<file path="src/rtl/cnn_pkg.sv">
// Shared definitions for the CNN datapath read-out blocks.
//   state_t      : drain FSM encoding (IDLE=0, EMIT=1)
//   sat_hi/sat_lo: signed saturation limits for an out_bit-wide result
package cnn_pkg;

  typedef enum logic {
    IDLE = 1'b0,
    EMIT = 1'b1
  } state_t;

  // Largest representable signed value of an out_bit-wide word.
  function automatic int sat_hi(input int out_bit);
    return (1 << (out_bit - 1)) - 1;
  endfunction

  // Smallest representable signed value of an out_bit-wide word.
  function automatic int sat_lo(input int out_bit);
    return -(1 << (out_bit - 1));
  endfunction

endpackage

</file>
<file path="src/rtl/requant_sat.sv">
// Combinational requantizer: arithmetic right shift, optional ReLU,
// saturation to OUT_BIT. All compares happen at full ACC_BIT width.
//   x       in  ACC_BIT  signed accumulator lane
//   shift   in  5        right-shift amount
//   relu_en in  1        clamp negatives to zero
//   y       out OUT_BIT  signed requantized result
// Assumes OUT_BIT < ACC_BIT.
module requant_sat
  import cnn_pkg::*;
#(
  parameter int ACC_BIT = 20,
  parameter int OUT_BIT = 8
) (
  input  logic signed [ACC_BIT-1:0] x,
  input  logic        [4:0]         shift,
  input  logic                      relu_en,
  output logic signed [OUT_BIT-1:0] y
);

  localparam logic signed [ACC_BIT-1:0] HI = ACC_BIT'(sat_hi(OUT_BIT));
  localparam logic signed [ACC_BIT-1:0] LO = ACC_BIT'(sat_lo(OUT_BIT));

  logic signed [ACC_BIT-1:0] x_sh;
  logic signed [ACC_BIT-1:0] x_rl;

  always_comb begin
    // Sign-filling shift: shift >= ACC_BIT settles at 0 or -1.
    x_sh = x >>> shift;
    x_rl = (relu_en && x_sh < 0) ? '0 : x_sh;
    if (x_rl > HI)      y = HI[OUT_BIT-1:0];
    else if (x_rl < LO) y = LO[OUT_BIT-1:0];
    else                y = x_rl[OUT_BIT-1:0];
  end

endmodule

</file>
<file path="src/rtl/accum_drain.sv">
// Read-out stage for a bank of CH signed accumulators. A start pulse in
// IDLE snapshots every lane plus the shift/ReLU config in one cycle; the
// lanes are then requantized and streamed lane 0 first, one per
// valid/ready handshake.
//   clk, rst   clock, synchronous active-high reset
//   start      snapshot request, honoured only while idle
//   acc_in     CH*ACC_BIT flattened signed lanes (lane i at [i*ACC_BIT +: ACC_BIT])
//   shift      right-shift amount, sampled with start
//   relu_en    ReLU enable, sampled with start
//   busy       stream in progress
//   out_valid  beat available
//   out_ready  downstream accepts beat
//   out_data   signed requantized value
//   out_ch     lane index of current beat
//   out_last   beat is lane CH-1
module accum_drain
  import cnn_pkg::*;
#(
  parameter int ACC_BIT = 20,
  parameter int OUT_BIT = 8,
  parameter int CH      = 8
) (
  input  logic                      clk,
  input  logic                      rst,
  input  logic                      start,
  input  logic [CH*ACC_BIT-1:0]     acc_in,
  input  logic [4:0]                shift,
  input  logic                      relu_en,
  output logic                      busy,
  output logic                      out_valid,
  input  logic                      out_ready,
  output logic signed [OUT_BIT-1:0] out_data,
  output logic [$clog2(CH)-1:0]     out_ch,
  output logic                      out_last
);

  localparam int IW = $clog2(CH);
  localparam logic [IW-1:0] LAST = IW'(CH - 1);

  state_t state, state_nxt;

  logic [CH-1:0][ACC_BIT-1:0] snap;
  logic [4:0]                 shift_q;
  logic                       relu_q;
  logic [IW-1:0]              idx, idx_inc;
  logic signed [OUT_BIT-1:0]  data_q;
  logic                       last_q;

  logic                       load, adv;
  logic signed [ACC_BIT-1:0]  rq_x;
  logic [4:0]                 rq_shift;
  logic                       rq_relu;
  logic signed [OUT_BIT-1:0]  rq_y;

  // Guarded increment so a non-power-of-two CH never indexes past the bank.
  assign idx_inc = (idx == LAST) ? '0 : idx + 1'b1;

  // Single requantizer: on a start it sees lane 0 straight from the inputs
  // (snapshot not yet registered); while emitting it sees the next lane.
  always_comb begin
    if (state == IDLE) begin
      rq_x     = $signed(acc_in[ACC_BIT-1:0]);
      rq_shift = shift;
      rq_relu  = relu_en;
    end else begin
      rq_x     = $signed(snap[idx_inc]);
      rq_shift = shift_q;
      rq_relu  = relu_q;
    end
  end

  requant_sat #(.ACC_BIT(ACC_BIT), .OUT_BIT(OUT_BIT)) u_rq (
    .x       (rq_x),
    .shift   (rq_shift),
    .relu_en (rq_relu),
    .y       (rq_y)
  );

  always_comb begin
    state_nxt = state;
    load      = 1'b0;
    adv       = 1'b0;
    case (state)
      IDLE: if (start) begin
        state_nxt = EMIT;
        load      = 1'b1;
      end
      EMIT: if (out_ready) begin
        if (idx == LAST) state_nxt = IDLE;
        else             adv       = 1'b1;
      end
      default: state_nxt = IDLE;
    endcase
  end

  always_ff @(posedge clk) begin
    if (rst) begin
      state   <= IDLE;
      snap    <= '0;
      shift_q <= '0;
      relu_q  <= 1'b0;
      idx     <= '0;
      data_q  <= '0;
      last_q  <= 1'b0;
    end else begin
      state <= state_nxt;
      if (load) begin
        snap    <= acc_in;
        shift_q <= shift;
        relu_q  <= relu_en;
        idx     <= '0;
        data_q  <= rq_y;
        last_q  <= 1'b0;
      end else if (adv) begin
        idx    <= idx_inc;
        data_q <= rq_y;
        last_q <= (idx_inc == LAST);
      end
    end
  end

  assign busy      = (state == EMIT);
  assign out_valid = (state == EMIT);
  assign out_data  = data_q;
  assign out_ch    = idx;
  assign out_last  = last_q;

endmodule
</file>
<file path="config.mk">
export PLATFORM = sky130hd
export DESIGN_NAME = accum_drain
export DESIGN_NICKNAME = d
export VERILOG_FILES = /design/src/rtl/cnn_pkg.sv /design/src/rtl/requant_sat.sv /design/src/rtl/accum_drain.sv
export SDC_FILE = /design/constraint.sdc
export NUM_CORES = 1
export LEC_CHECK = 0
export CAP_MARGIN = 20
export CORE_ASPECT_RATIO = 0.8
export CORE_UTILIZATION = 40
export DETAILED_ROUTE_END_ITERATION = 12
export RECOVER_POWER = 25
export SKIP_CTS_REPAIR_TIMING = 1
export SLEW_MARGIN = 20
export SYNTH_ARGS = -nofsm -noshare
export SYNTH_HDL_FRONTEND = slang
export SYNTH_SLANG_ARGS = --single-unit
</file>
<file path="constraint.sdc">
create_clock -name clk -period 7.1 [get_ports clk]
set_input_delay 1.42 -clock clk [delete_from_list [all_inputs] [get_ports clk]]
set_output_delay 1.42 -clock clk [all_outputs]
set_load 0.05 [all_outputs]
</file>
==> results of run 1 <==
## layer usage
layer | vias to the layer above | global-route usage [%] | wire [um]
li1 | 4408 | - | -
met1 | 4313 | 38.2 | 14700
met2 | 276 | 42.1 | 14600
met3 | 28 | 5.32 | 1780
met4 | 0 | 5.96 | 453
met5 | - | 0 | 0
## cell families after synthesis
logic type      Yosys count  synth area share, %
simple gates            501                 21.7
compound gates          314                 19.6
flops                   179                 38.7
mux                     101                 15.1
buf+inv                 100                 4.38
fa+ha+maj                 3                0.406
xor+xnor                  1               0.0947
## stage by stage
| step | power (mW) | setup slack (ns) |
|---|---|---|
| 6_report | 2.75 | 1.90 |
| 5_1_grt | 2.87 | 1.42 |
| 4_1_cts | 2.77 | 1.94 |
| 3_5_place_dp | 1.73 | 1.97 |
| 3_3_place_gp | 1.73 | 1.98 |
| 2_1_floorplan | 1.49 | 2.63 |
## state kept, by name (all words and copies together), names as in the netlist
signal and count:
snap 160, out_last 1, busy 1, out_data 8
shift_q 5, out_ch 3, relu_q 1
## worst max-delay path, stage by stage, from the launching register on
cell	delay, ns
dfxtp_1	0.65
inv_1	0.10
ha_2	0.82
buf_4	0.54
mux4_2	0.59
a222oi_1	0.40
nand3_1	0.17
o211ai_1	0.18
o211ai_1	0.22
or3_1	0.38
o32a_1	0.36
o32a_1	0.47
o2bb2ai_1	0.17
## Yosys cell counts (all sizes together) (7+ instances only)
cell	instances
dfxtp	179
mux2i	58
nor2	72
nand3	10
clkbuf	80
mux4	29
mux2	14
and2	7
a21oi	198
a211oi	8
a22oi	8
o21ai	32
buf	15
o211ai	8
nand2	371
nor3	13
a31oi	13
o2bb2ai	8
## placed cells by master, fill, tap and decap left out, types with 14 or more instances in the layout
master and instances:
mux2i_1 57, o21ai_0 31, dfxtp_1 178, mux2_2 14, mux4_2 28, clkbuf_16 17
clkdlybuf4s50_1 170, a21oi_1 198, nor2_1 72, nand2_1 370
## power groups by stage
stage / Sequential (mW) / Clock (mW) / Combinational, mW
2_1_floorplan: 1.15 / 0 / 0.343
3_3_place_gp: 1.13 / 0 / 0.600
3_5_place_dp: 1.13 / 0 / 0.599
4_1_cts: 1.11 / 1.05 / 0.601
5_1_grt: 1.12 / 1.09 / 0.654
6_report: 1.11 / 1.03 / 0.602
## final timing paths
kind | startpoint | end | slack (ns) | depth (start not counted)
worst max-delay path | out_ch[0]$_SDFFE_PP0P_ | out_data[0]$_SDFFE_PP0P_ | 1.90 | 12
worst min-delay path | snap[12]$_SDFFE_PP0P_ | snap[12]$_SDFFE_PP0P_ | 0.46 | 2
worst max register to register | out_ch[0]$_SDFFE_PP0P_ | out_data[0]$_SDFFE_PP0P_ | 1.90 | 12
worst min register to register | snap[12]$_SDFFE_PP0P_ | snap[12]$_SDFFE_PP0P_ | 0.46 | 2
## area by class of cell
cell class | count | area (um2)
Multi-Input combinational cell | 920 | 5280
Clock buffer | 17 | 425
Sequential cell | 179 | 3580
Clock inverter | 15 | 230
Tap cell | 306 | 383
Inverter | 5 | 18.8
Timing Repair Buffer | 195 | 1920
Fill cell | 2269 | 10700
==> results.tsv, run 1 <==
stage	metric	value	unit
timing	Setup Skew	0.0138	ns
cells_and_area	Non-Filler Cell Area, Final	11800	um2
drt	DRC viols	0	
worst_setup_path	CP startpoint kind	register	
cells_and_area	layout cell share with drive strength beyond 1	7.66	%
grt	antenna violations before repair	0	
pwr	Clock power frac	37.7	%
timing	Final min period	5.20	ns
drt	DR WL/cell	19.2	um
pwr	Sw Ratio	32.6	%
logic_synthesis	Post-synth EDFFs	0	
clock_network	Clk pin slew, worst setup/hold paths	0.08	ns
logic_synthesis	ys flop type	dfxtp_1	
timing	setup TNS	0	ns
cells_and_area	number of diodes	0	
grt	GR Util All Layers	27.0	%
worst_setup_path	CP Capture Type	register	
logic_synthesis	FFs w/ async S/R, synth	0	%
worst_setup_path	CP Max Fanout	29	
worst_setup_path	data required time of the critical path	7.42	ns
timing	Final Cycle Share	73.2	%
timing	RSZ-0062 raised after global routing	false	
place	Placement Cell Area	11200	um2
grt	gr ovfl total	0	
run_status	status	finished with violations	
grt	first-pass GRT wire length	48900	um
floorplanning	I/O pins	184	
clock_network	clock latency on the worst-skew pair	0.45	ns
drt	routed vias/inst	5.51	
timing	fmax	192	MHz
floorplanning	Die ar.	23800	um2
logic_synthesis	syn_area_per_cell	7.72	um2
cells_and_area	post-route insts no fill	1637	
cells_and_area	area grow syn2layout	28.0	%
pwr	Cell Pwr Density	232	nW/um2
pwr	Worst VDD drop	148	uV
grt	vias in the first global route	8519	
timing	slew margin rel.	-60.7	%
timing	Final setup viols	0	
pwr	Leakage Power	4.51	nW
clock_network	clk buf depth	2	
place	Final GP Congestion	1.00	
logic_synthesis	Cell variety after synth	58	
pwr	NetSw	896	uW
clock_network	Sink Count	179	
pwr	Gate power share	21.9	%
worst_setup_path	crit path DAT	5.52	ns
cells_and_area	final core utilization	52.5	%
clock_network	number of buffers created by CTS	17	
place	DP Wirelength	22900	um
timing	worst-margin pin slew	2.41	ns
worst_setup_path	critical path class	reg2reg	
logic_synthesis	synthesized instance count	1199	
timing	Hold Vio Cnt, Final	0	
floorplanning	Die Ht	138	um
place	IO Port Bufs	183	
drt	Post-Route WL	31500	um
pwr	sequential share of power	40.4	%
floorplanning	Initial Util	41.0	%
logic_synthesis	Net Count, Synth	1372	
drt	Pre-antenna DRT Iters	5	
cells_and_area	Post-layout nets	1491	
clock_network	clock root cell	clkbuf_16	
timing	hold slack	0.455	ns
logic_synthesis	Seq/Total Area, Yosys	38.7	%
flow_run	Max Cap Viol	1	
drt	post-route ant nets	0	
pwr	Internal Power	1.85	mW
logic_synthesis	Synth area leaders	dfxtp_1 39%, nand2_1 15%, a21oi_1 11%	
logic_synthesis	Yosys reg bits	179	
logic_synthesis	Synth area leader	dfxtp_1	
clock_network	CTS tree	done	
min_path	Hold WC Path Type	reg2reg	
drt	vias post-DR	9025	
clock_network	htree depth	4	
logic_synthesis	Synth Warn #	0	
drt	Initial DRC Count	853	
grt	pin count of the biggest net entering global routing	114	
floorplanning	Die Wd	172	um
logic_synthesis	Synth Cell Area	9260	um2
floorplanning	row cnt	49	
run_status	failing checks	max-capacitance violations, max-slew violations	
place	Post-Place Cells	1605	
logic_synthesis	post-synth top area share	38.7	%
floorplanning	core footprint	22600	um2
timing	fin. max-slew vios	35	
Power figures use the tool's default switching activity.
==> run 2: changes to the inputs <==
--- a/config.mk
+++ b/config.mk
@@ -9,6 +9,7 @@
 export CORE_ASPECT_RATIO = 0.8
 export CORE_UTILIZATION = 40
 export DETAILED_ROUTE_END_ITERATION = 12
+export PLACE_DENSITY = 0.67
 export RECOVER_POWER = 25
 export SKIP_CTS_REPAIR_TIMING = 1
 export SLEW_MARGIN = 20
==> constraint.sdc (replaced) <==
create_clock -name clk -period 4.4 [get_ports clk]
set_input_delay 0.88 -clock clk [delete_from_list [all_inputs] [get_ports clk]]
set_output_delay 0.88 -clock clk [all_outputs]
set_load 0.05 [all_outputs]
==> run 2 against run 1 <==
Clock power rose by 48%; die area did not move; the flow still finishes with violations (max-capacitance violations, max-slew violations); critical path depth rose by 1; sequential cell count did not move; register-to-register slack got worse by 1.7 ns; routed wire length fell by 3.1%; cell count rose by 2.3%.
==> results.tsv, run 2 (synthesis gave the netlist of run 1 again) <==
stage	metric	value	unit
grt	GR Util All Layers	26.2	%
clock_network	htree depth	4	
worst_setup_path	crit path DAT	4.52	ns
cells_and_area	area grow syn2layout	30.5	%
cells_and_area	commonest cells after routing, fill and taps aside	370 x nand2_1, 198 x a21oi_1, 181 x clkdlybuf4s50_1	
run_status	failing checks	max-capacitance violations, max-slew violations	
pwr	sequential share of power	41.3	%
cells_and_area	layout cell share with drive strength beyond 1	10.2	%
pwr	Sw Ratio	32.1	%
grt	first-pass GRT wire length	48000	um
clock_network	number of buffers created by CTS	17	
flow_run	Max Cap Viol	1	
floorplanning	Die Wd	172	um
run_status	status	finished with violations	
worst_setup_path	CP Capture Type	register	
timing	setup TNS	0	ns
clock_network	clk buf depth	2	
worst_setup_path	worst stage delay on the critical path	0.62	ns
drt	Post-Route WL	30500	um
pwr	Clock power frac	35.0	%
worst_setup_path	Top cell by count, worst path	mux2i_1	
floorplanning	I/O pins	184	
worst_setup_path	r2r endpoint	out_data[0]$_SDFFE_PP0P_	
worst_setup_path	r2r worst-path depth	13	
floorplanning	core footprint	22600	um2
cells_and_area	max reg flops	160	
min_path	hold path start	snap[157]$_SDFFE_PP0P_	
clock_network	Clk pin slew, worst setup/hold paths	0.07	ns
floorplanning	Die ar.	23800	um2
pwr	Leakage Power	4.64	nW
timing	Final setup viols	0	
timing	RSZ-0062 raised after global routing	false	
worst_setup_path	CP startpoint kind	register	
min_path	worst hold path depth	2	
cells_and_area	number of diodes	0	
cells_and_area	most common cell after layout, fill and taps aside	nand2_1	
pwr	Worst VDD drop	268	uV
drt	Pre-antenna DRT Iters	7	
clock_network	CTS tree	done	
place	IO Port Bufs	183	
clock_network	Sink Count	179	
timing	Final min period	4.19	ns
pwr	NetSw	1.39	mW
worst_setup_path	CP max-delay cell	ha_2	
pwr	Internal Power	2.94	mW
place	DP Wirelength	22500	um
drt	DRC viols	0	
worst_setup_path	worst r2r src	out_ch[0]$_SDFFE_PP0P_	
drt	routed vias/inst	5.46	
cells_and_area	Non-Filler Cell Area, Final	12100	um2
min_path	Hold WC Path Type	reg2reg	
timing	fmax	239	MHz
timing	Setup Skew	0.00903	ns
floorplanning	row cnt	49	
floorplanning	Die Ht	138	um
drt	post-route ant nets	0	
grt	vias in the first global route	8753	
worst_setup_path	critical path class	reg2reg	
place	Final GP Congestion	1.02	
cells_and_area	Largest Register	snap	
worst_setup_path	critical path cell sequence	inv_1 -> ha_2 -> buf_4 -> mux2i_1 -> nor2b_1 -> nor4_1 -> a211o_1 -> mux2i_1 -> mux2i_1 -> or4_1 -> o32a_1 -> o32a_1 -> o2bb2ai_1	
timing	Hold Vio Cnt, Final	0	
worst_setup_path	flop2flop setup slack	0.21	ns
timing	slew margin rel.	-54.3	%
worst_setup_path	data required time of the critical path	4.73	ns
clock_network	clock latency on the worst-skew pair	0.45	ns
drt	vias post-DR	9137	
pwr	Cell Pwr Density	359	nW/um2
pwr	Gate power share	23.6	%
grt	pin count of the biggest net entering global routing	123	
timing	worst-margin pin slew	2.31	ns
timing	fin. max-slew vios	123	
timing	Final Cycle Share	95.2	%
clock_network	clock root cell	clkbuf_16	
floorplanning	Initial Util	41.0	%
worst_setup_path	CP Max Fanout	14	
cells_and_area	Post-layout nets	1528	
pwr	Overall Power	4.33	mW
grt	antenna violations before repair	0	
min_path	Hold Path End	snap[157]$_SDFFE_PP0P_	
cells_and_area	filler cell count	2238	
grt	gr ovfl total	0	
place	Placement Cell Area	11500	um2
drt	Initial DRC Count	899	
drt	DR WL/cell	18.2	um
run 2: layout make-up:
class                   instances  area, um2  share of cell area (%)
clock buffers                  18        429                    3.55
clock inverters                14        166                    1.38
inverters                       5       18.8                   0.155
multi-input cells             920       5280                    43.8
flip-flops and latches        179       3590                    29.7
well taps                     306        383                    3.17
repair buffers                232       2210                    18.3
run 2: worst max path at each step:
stage                                     to  depth (start not counted)              startpoint  slack (ns)
detailed placement  out_data[0]$_SDFFE_PP0P_                         10                shift[1]        0.13
CTS                 out_data[0]$_SDFFE_PP0P_                         12  out_ch[0]$_SDFFE_PP0P_        0.20
floorplan           out_data[2]$_SDFFE_PP0P_                         17  out_ch[0]$_SDFFE_PP0P_        0.13
finish              out_data[0]$_SDFFE_PP0P_                         13  out_ch[0]$_SDFFE_PP0P_        0.21
global route        out_data[1]$_SDFFE_PP0P_                         13  out_ch[0]$_SDFFE_PP0P_        0.01
global placement    out_data[0]$_SDFFE_PP0P_                         10                shift[1]        0.13
run 2: metrics by stage:
stage	instances	utilization, %	setup slack (ns)	hold WS [ns]
after floorplan	1199	-	0.125	0.432
after CTS	1674	53.6	0.199	0.454
after global routing	1674	53.5	0.0135	0.469
after global placement	1642	51.0	0.128	0.439
final	1674	53.5	0.209	0.453
after detailed placement	1642	51.0	0.126	0.443
run 2: critical path, delay by kind of cell (launching register included):
family	cells	cell delay, ns
compound gates	4	1.21
buf+inv	2	0.37
simple gates	3	0.85
mux	3	0.69
fa+ha+maj	1	0.62
flops	1	0.35
run 2: per-layer routing:
layer | share of wire (%) | GRT usage [%]
met1 | 46 | 37.6
met2 | 46 | 40.5
met5 | 0 | 0
met4 | 1.8 | 6.47
met3 | 6.0 | 4.72
run 2: power groups by stage:
| stage | combinational [mW] | sequential [mW] | clock [mW] |
|---|---|---|---|
| finish | 1.02 | 1.79 | 1.52 |
| global route | 1.11 | 1.80 | 1.62 |
| CTS | 1.02 | 1.79 | 1.55 |
| detailed placement | 1.01 | 1.83 | 0 |
| global placement | 1.01 | 1.82 | 0 |
| floorplan | 0.553 | 1.85 | 0 |
==> run 3: changes to the inputs <==
--- a/config.mk
+++ b/config.mk
@@ -8,6 +8,7 @@
 export CAP_MARGIN = 20
 export CORE_ASPECT_RATIO = 0.8
 export CORE_UTILIZATION = 40
+export CTS_BUF_LIST = sky130_fd_sc_hd__clkbuf_4
 export DETAILED_ROUTE_END_ITERATION = 12
 export PLACE_DENSITY = 0.67
 export RECOVER_POWER = 25
==> run 3 against run 2 <==
The flow still finishes with violations (max-capacitance violations, max-slew violations); count of clock-buffer cells in the layout stayed put; fmax is 0.65% lower; sequential cell count stayed put; non-clock buffer count stayed put; sequential power hardly changed; clock power is 37% lower; clock skew is 0.010 ns higher; die area stayed put; critical path depth is 1 lower; routed wire length is 0.19% higher; utilization is 1.3 points lower; largest power group unchanged; highest routed layer unchanged.
==> results.tsv, run 3 (synthesis gave the netlist of run 1 again) <==
stage	metric	value	unit
place	IO Port Bufs	183	
floorplanning	Die ar.	23800	um2
cells_and_area	filler cell count	2275	
grt	GR Util All Layers	26.0	%
pwr	Cell Pwr Density	320	nW/um2
run_status	failing checks	max-capacitance violations, max-slew violations	
worst_setup_path	critical path class	reg2reg	
clock_network	clock root cell	clkbuf_4	
timing	Final Cycle Share	95.9	%
drt	Pre-antenna DRT Iters	7	
cells_and_area	commonest cells after routing, fill and taps aside	370 x nand2_1, 198 x a21oi_1, 181 x clkdlybuf4s50_1	
place	Place WS	0.126	ns
worst_setup_path	CP top delay family	compound AO/OA/AOI/OAI gates	
worst_setup_path	critical path cell sequence	inv_1 -> ha_2 -> buf_4 -> mux4_2 -> o2bb2ai_1 -> a211o_1 -> mux2i_1 -> mux2i_1 -> or4_1 -> o32a_1 -> o32a_1 -> o2bb2ai_1	
clock_network	htree depth	4	
timing	Setup WS post-layout	0.182	ns
floorplanning	I/O pins	184	
timing	worst-margin pin slew	2.34	ns
grt	gr ovfl total	0	
floorplanning	row cnt	49	
timing	Setup Skew	0.0194	ns
drt	DR WL/cell	18.3	um
drt	post-route ant nets	0	
drt	Initial DRC Count	836	
pwr	Worst VDD drop	164	uV
cells_and_area	Largest Register	snap	
place	DP Wirelength	22500	um
clock_network	clock latency on the worst-skew pair	0.60	ns
clock_network	number of buffers created by CTS	17	
timing	Hold Vio Cnt, Final	0	
cells_and_area	area grow syn2layout	27.3	%
place	Final GP Congestion	1.02	
timing	slew margin rel.	-55.8	%
worst_setup_path	worst stage delay on the critical path	0.63	ns
worst_setup_path	Buf/Inv on CP	2	
run_status	status	finished with violations	
timing	Final min period	4.22	ns
drt	Post-Route WL	30600	um
drt	vias post-DR	9150	
min_path	Hold WC Path Type	reg2reg	
cells_and_area	Post-layout nets	1528	
worst_setup_path	CP Max Fanout	14	
drt	DRC viols	0	
cells_and_area	layout cell share with drive strength beyond 1	10.2	%
cells_and_area	register area	3580	um2
grt	antenna violations before repair	1	
floorplanning	Die Ht	138	um
pwr	Overall Power	3.77	mW
cells_and_area	most common cell after layout, fill and taps aside	nand2_1	
grt	first-pass GRT wire length	47900	um
worst_setup_path	crit path DAT	4.70	ns
grt	vias in the first global route	8798	
worst_setup_path	CP max-delay cell	ha_2	
timing	fin. max-slew vios	123	
floorplanning	Die Wd	172	um
timing	hold slack	0.464	ns
timing	fmax	237	MHz
worst_setup_path	CP Capture Type	register	
timing	setup TNS	0	ns
worst_setup_path	CP startpoint kind	register	
clock_network	Sink Count	179	
cells_and_area	Multi-input gate area	5280	um2
clock_network	CTS tree	done	
worst_setup_path	data required time of the critical path	4.89	ns
flow_run	Max Cap Viol	1	
drt	routed vias/inst	5.46	
grt	pin count of the biggest net entering global routing	123	
floorplanning	Initial Util	41.0	%
timing	RSZ-0062 raised after global routing	false	
cells_and_area	max reg flops	160	
clock_network	Clk pin slew, worst setup/hold paths	0.16	ns
pwr	Leakage Power	4.51	nW
clock_network	clk buf depth	2	
floorplanning	core footprint	22600	um2
timing	Final setup viols	0	
[run 3: cell count changes in the layout (fill, tap and decap cells not counted)]
cell and delta:
dfxtp_1 +1, clkbuf_4 +18, clkbuf_16 -17, dfxtp_2 -1, diode_2 +1, buf_4 -1
[run 3: path summary, 6_finish.rpt]
kind,startpoint,endpoint,slack (ns),cells past startpoint
setup reg to reg,out_ch[0]$_SDFFE_PP0P_,out_data[1]$_SDFFE_PP0P_,0.18,12
hold / removal,snap[157]$_SDFFE_PP0P_,snap[157]$_SDFFE_PP0P_,0.46,2
hold reg to reg,snap[157]$_SDFFE_PP0P_,snap[157]$_SDFFE_PP0P_,0.46,2
setup / recovery,out_ch[0]$_SDFFE_PP0P_,out_data[1]$_SDFFE_PP0P_,0.18,12
[run 3: layer usage]
layer  routed length, um  GRT usage, %  vias up
met5                   0             0        -
met4                 630          7.50        0
met3                1380          3.58       35
met2               14000          39.9      282
met1               14600          37.9     4359
li1                    -             -     4474
[run 3: final cells by class]
cell class	count	share of cell area, %
flip-flops and latches	179	30.4
clock inverters	14	1.41
multi-input cells	920	44.9
diodes	1	0.0212
repair buffers	232	18.7
inverters	5	0.159
clock buffers	18	1.15
well taps	306	3.25
[run 3: worst register-to-register path: cells and delay by family, from the launching register on]
family	cells	cell delay (ns)
fa+ha+maj	1	0.63
mux	3	0.78
buf+inv	2	0.38
compound gates	5	1.41
simple gates	1	0.55
flops	1	0.39
[run 3: where the power goes]
part	switching (mW)	total, mW	internal (mW)
clock network	0.680	0.951	0.271
logic	0.576	1.03	0.449
registers	0.0623	1.79	1.73
[run 3: stage by stage]
stage          instance area (um2)  std cells  utilization, %
3_5_place_dp                 11500       1642            51.0
4_1_cts                      11800       1674            52.3
3_3_place_gp                 11500       1642            51.0
2_1_floorplan                 9260       1199               -
6_report                     11800       1675            52.2
5_1_grt                      11800       1675            52.2
==> patch 1: new RTL, config.mk and constraints of run 3 <==
`ACC_BIT` is set to 20 in 2 places; all go to 30.
--- a/src/rtl/requant_sat.sv
+++ b/src/rtl/requant_sat.sv
@@ -9,5 +9,5 @@
   import cnn_pkg::*;
 #(
-  parameter int ACC_BIT = 20,
+  parameter int ACC_BIT = 30,
   parameter int OUT_BIT = 8
 ) (
--- a/src/rtl/accum_drain.sv
+++ b/src/rtl/accum_drain.sv
@@ -17,5 +17,5 @@
   import cnn_pkg::*;
 #(
-  parameter int ACC_BIT = 20,
+  parameter int ACC_BIT = 30,
   parameter int OUT_BIT = 8,
   parameter int CH      = 8
Interface: changed (resized acc_in); port bits go from 184 to 264. No check against the original RTL was run, so the function may have changed too.
==> patch 1 against run 3 <==
- the flow still finishes with violations (capacitance limit, slew limit)
- synthesized area rose by 43%
- cell count grew 48%
- worst hold slack lost 0.013 ns
- combinational power up 54%
- sequential cell count increased by 80
- setup slack worse by 0.027 ns
- cell area up 51%
- largest power group unchanged
- total power increased by 64%
- clock skew rose by 0.035 ns
- sequential power up 44%
- via count up 51%
- count of clock-buffer cells in the layout is 75 higher
- core utilization increased by 2.5 points
- wire length up 66%
==> patch 1: results (changes against run 3) <==
* Status: finished, violations left
* Failing checks: capacitance limit, slew limit
* Max Clock Skew at 0.0548 ns (+0.0354 ns)
* 1st-iter DRT viols at 1164 (+39%)
* TritonCTS Buffers at 67 (+50)
* Placed Instance Area at 17000 um2 (+48%)
* Clock Latency Late Sink at 0.74 ns (+0.14 ns)
* Pleak at 0.00692 uW (+53%)
* Max clock buf depth at 3 (+1)
* Commonest cells in the netlist: nand2_1, a21oi_1, dfxtp_1
* Placer congestion estimate at 0.963 (-5.4%)
* Setup WS pre-CTS at 0.130 ns (+0.00414 ns)
* Synth Instances at 1686 (+41%)
* Dpl cells at 2368 (+44%)
* Maximum VDD drop at 0.000243 V (+49%)
* Crit path max fanout at 11 (-3)
* Total track usage at 29.9% (+3.9 points)
* Fillers at 3133 (+38%)
* Port bufs at 263 (+44%)
* Max Cap Viol at 1 (unchanged)
* Largest register FFs at 240 (+50%)
* Sw Share at 32.2% (-2.8 points)
* Slew Limit Fails at 24 (-80%)
* Critical path arrival at 4.87 ns (+0.17 ns)
* Routed WL at 50.8 mm (+66%)
-- patch 1: changes by cell type in the layout (fill, tap and decap cells not counted), sizes merged, moves of 18 or more --
cell,run 3,this run
dfxtp,179,259
nand2,371,571
mux4,29,51
buf,47,133
nand3,10,28
nor2,72,54
a21oi,198,283
clkdlybuf4s50,181,261
clkbuf,21,96
-- patch 1: power by group through the flow --
stage	sequential [uW]	combinational [uW]	clock (uW)
after detailed placement	2630	1560	0
after global routing	2590	1700	2210
final	2570	1590	2020
after global placement	2620	1570	0
after CTS	2570	1570	2080
after floorplan	2630	805	0
-- patch 1: kinds of logic (layout without fill, tap and decap cells) --
family	count (synthesis)	after routing	synth area share, %
flops	259	259	39.2
simple gates	700	700	21.1
xor+xnor	1	1	0.0662
mux	117	117	13.8
compound gates	460	460	20.7
buf+inv	146	517	4.83
other cells	0	2	0
fa+ha+maj	3	3	0.284
-- patch 1: worst max-delay path, stage by stage (launching register included) --
cell and delay, ns:
dfxtp_1 0.34, ha_1 0.20, ha_1 0.26, nor2_4 0.21
buf_12 0.19, mux2i_1 0.16, mux4_2 0.60, buf_4 0.18
o211ai_2 0.17, a311oi_1 0.13, a31o_1 0.24, nand4b_1 0.22
o41ai_2 0.42, buf_4 0.17, a41oi_1 0.09, buf_4 0.18
or2_0 0.22, a211oi_2 0.21
-- patch 1: final cells by class --
cell class	count	share of cell area, %
antenna	2	0.0281
clock buffer	93	3.92
clock inverter	21	0.618
inverter	5	0.105
multi-input combinational	1281	42.0
sequential	259	29.1
tap	427	3.00
timing repair buffer	398	21.2
-- patch 1: path summary, 6_finish.rpt --
kind         startpoint           to  slack (ns)  cells past startpoint
min            snap[49]     snap[49]        0.45                      2
max           out_ch[0]  out_data[6]        0.16                     17
min reg2reg    snap[49]     snap[49]        0.45                      2
max reg2reg   out_ch[0]  out_data[6]        0.16                     17
-- patch 1: metal layers --
layer	vias up	global-route usage [%]	share of wire, %
li1	6608	-	-
met1	6585	42.5	47
met2	570	44.3	43
met3	72	6.49	7.1
met4	0	10.8	2.8
met5	-	0	0
-- patch 1: stage by stage --
stage / setup TNS (ns) / hold slack, ns / utilization, %
final: 0 / 0.451 / 54.7
after CTS: 0 / 0.451 / 54.6
after global placement: -0.0176 / 0.439 / 52.2
after global routing: 0 / 0.466 / 54.7
after detailed placement: 0 / 0.443 / 52.2
after floorplan: 0 / 0.431 / -
==> patch 2: new RTL, config.mk and constraints of run 3 <==
Made on the original files. Make the reset (`rst`) asynchronous in one clocked block. Comments in the files are not updated.
--- a/src/rtl/accum_drain.sv
+++ b/src/rtl/accum_drain.sv
@@ -94,5 +94,5 @@
   end
 
-  always_ff @(posedge clk) begin
+  always_ff @(posedge clk or posedge rst) begin
     if (rst) begin
       state   <= IDLE;
Function: differs if rst is asserted again (counterexample within 4 cycles, from zero or initial values and one cycle with rst high); with rst held inactive, the same outputs for 4 cycles.
==> patch 2 against run 3 <==
- the flow still finishes with violations (capacitance limit, slew limit)
- sequential share of layout area rose by 4.7 points
- synthesized area rose by 8.0%
- cell area rose by 8.3%
- fmax rose by 1.0%
- wire length rose by 14%
- setup slack improved by 0.043 ns
- sequential cell count did not move
Power is not compared: it rests on default switching activity, and its combinational part moved more than twofold at a synthesized area within 25%.
==> patch 2: results (changes against run 3) <==
* Status: finished, violations left
* Failing checks: capacitance limit, slew limit
* Drt via density at 5.55 (+1.6%)
* Maximum VDD drop at 0.000326 V
* Top cells by area, synth: dfrtp_1, nand2_1, mux4_2
* Port bufs at 183 (unchanged)
* HP Class: register to register
* Slowest CP cell: a221oi_1
* Commonest cells in the netlist: nand2_1, dfrtp_1, clkbuf_1
* Pleak at 0.00605 uW
* Max Cap Viol at 1 (unchanged)
* 1st-iter DRT viols at 992 (+19%)
* First-pass GRT wire length at 54.0 mm (+13%)
* Dpl cells at 1683 (+2.5%)
* Routed WL at 34.9 mm (+14%)
* Layout cell share with drive strength beyond 1 at 11.3% (+1.1 points)
* Slew Limit Fails at 43 (-65%)
* DP HPWL at 26.2 mm (+16%)
* Vias in the first global route at 9336 (+6.1%)
* Max clock buf depth at 2 (unchanged)
* Syn_nets at 1376 (+0.29%)
* Worst path max stage delay at 0.50 ns (-0.13 ns)
* Placer congestion estimate at 0.914 (-10%)
* Total track usage at 28.0% (+2.0 points)
* Final #Nets at 1559 (+2.0%)
* Drt wl/cell at 20.3 um (+11%)
* Synth Instances at 1203 (+0.33%)
* Sequential element share of the synthesized area at 44.8% (+6.1 points)
* Largest net degree at the start of global routing at 172 (+40%)
* Crit path max fanout at 18 (+4)
* Metal2 WL at 15.0 mm (+7.1%)
* Hold Worst Slack at 0.493 ns (+0.0292 ns)
* Pre-Repair DR Iteration Count at 6 (-1)
* Critical path arrival at 4.66 ns (-0.04 ns)
* Grt total ovfl at 0 (unchanged)
* Wire length on met1 at 16.4 mm (+13%)
* Setup WS pre-CTS at 0.233 ns (+0.107 ns)
* Top routing layer used: met4
* Antenna violations before repair at 0 (-1)
* Netlist cell types at 69 (+19%)
* H-tree levels at 4 (unchanged)
* Slew Limit Headroom at -30.1% (+26 points)
* Async set-or-reset flop fraction in the synthesized netlist at 100% (+100 points)
* Met3 wire length at 3.15 mm (+130%)
* Max Clock Skew at 0.0338 ns (+0.0144 ns)
* Max Freq at 240 MHz (+1.0%)
* Diodes inserted at 0 (-1)
==> patch 2: cell count changes in the layout (fill, tap and decap cells not counted), sizes merged, moves of 10 or more <==
| cell | run 3 | this run |
|---|---|---|
| a21oi | 198 | 38 |
| buf | 47 | 59 |
| dfrtp | 0 | 179 |
| dfxtp | 179 | 0 |
| nand2 | 371 | 541 |
| nand3 | 10 | 20 |
| nor2 | 72 | 48 |
| o21ai | 32 | 45 |
| o22ai | 6 | 20 |
==> patch 2: cell families after synthesis <==
logic type	after synthesis	share of synthesized area (%)
flip-flops	179	44.8
multiplexers	89	12.2
buffers and inverters	88	3.58
AND/OR/NAND/NOR	666	26.9
AO/OA/AOI/OAI	178	12.1
adder cells (fa/ha/maj)	3	0.375
==> patch 2: metrics by stage <==
stage               cell area [um2]  util [%]  power, uW
finish                        12800      52.2      11200
global route                  12800      52.2      12000
floorplan                     10000         -       7520
global placement              12500      51.0      10100
CTS                           12800      52.2      11100
detailed placement            12500      51.0      10100
==> patch 2: cell type report <==
type	count	area (um2)
Fill cell	2337	11700
Multi-Input combinational cell	936	5200
Sequential cell	179	4480
Timing Repair Buffer	245	2360
Tap cell	318	398
Clock inverter	14	155
Clock buffer	18	135
Inverter	7	27.5
==> patch 2: routing by layer <==
metal	vias to the layer above	track usage (%)
met5	-	0
met1	4638	42.3
li1	4444	-
met4	0	4.86
met3	23	5.74
met2	429	41.7
==> patch 2: final timing paths <==
path	depth (start not counted)	end	startpoint
min reg2reg	2	snap[89]	snap[89]
min	2	snap[89]	snap[89]
max reg2reg	15	out_data[3]	out_ch[1]
max	15	out_data[3]	out_ch[1]
min in group asynchronous	2	snap[125]	rst
max in group asynchronous	3	out_data[1]	rst
==> patch 2: report_power, final <==
group          internal (uW)  switching (uW)  leakage [uW]
logic                   2940            4320       0.00368
clock network            270             702      0.000158
registers               2450             558       0.00222
==> patch 2: critical path: cells and delay by family, from the launching register on <==
family	cells	cell delay (ns)
AOI/OAI and AO/OA	5	1.53
buffers and inverters	4	0.97
and+or+nand+nor	4	0.66
adders and majority gates	2	0.48
DFF	1	0.44
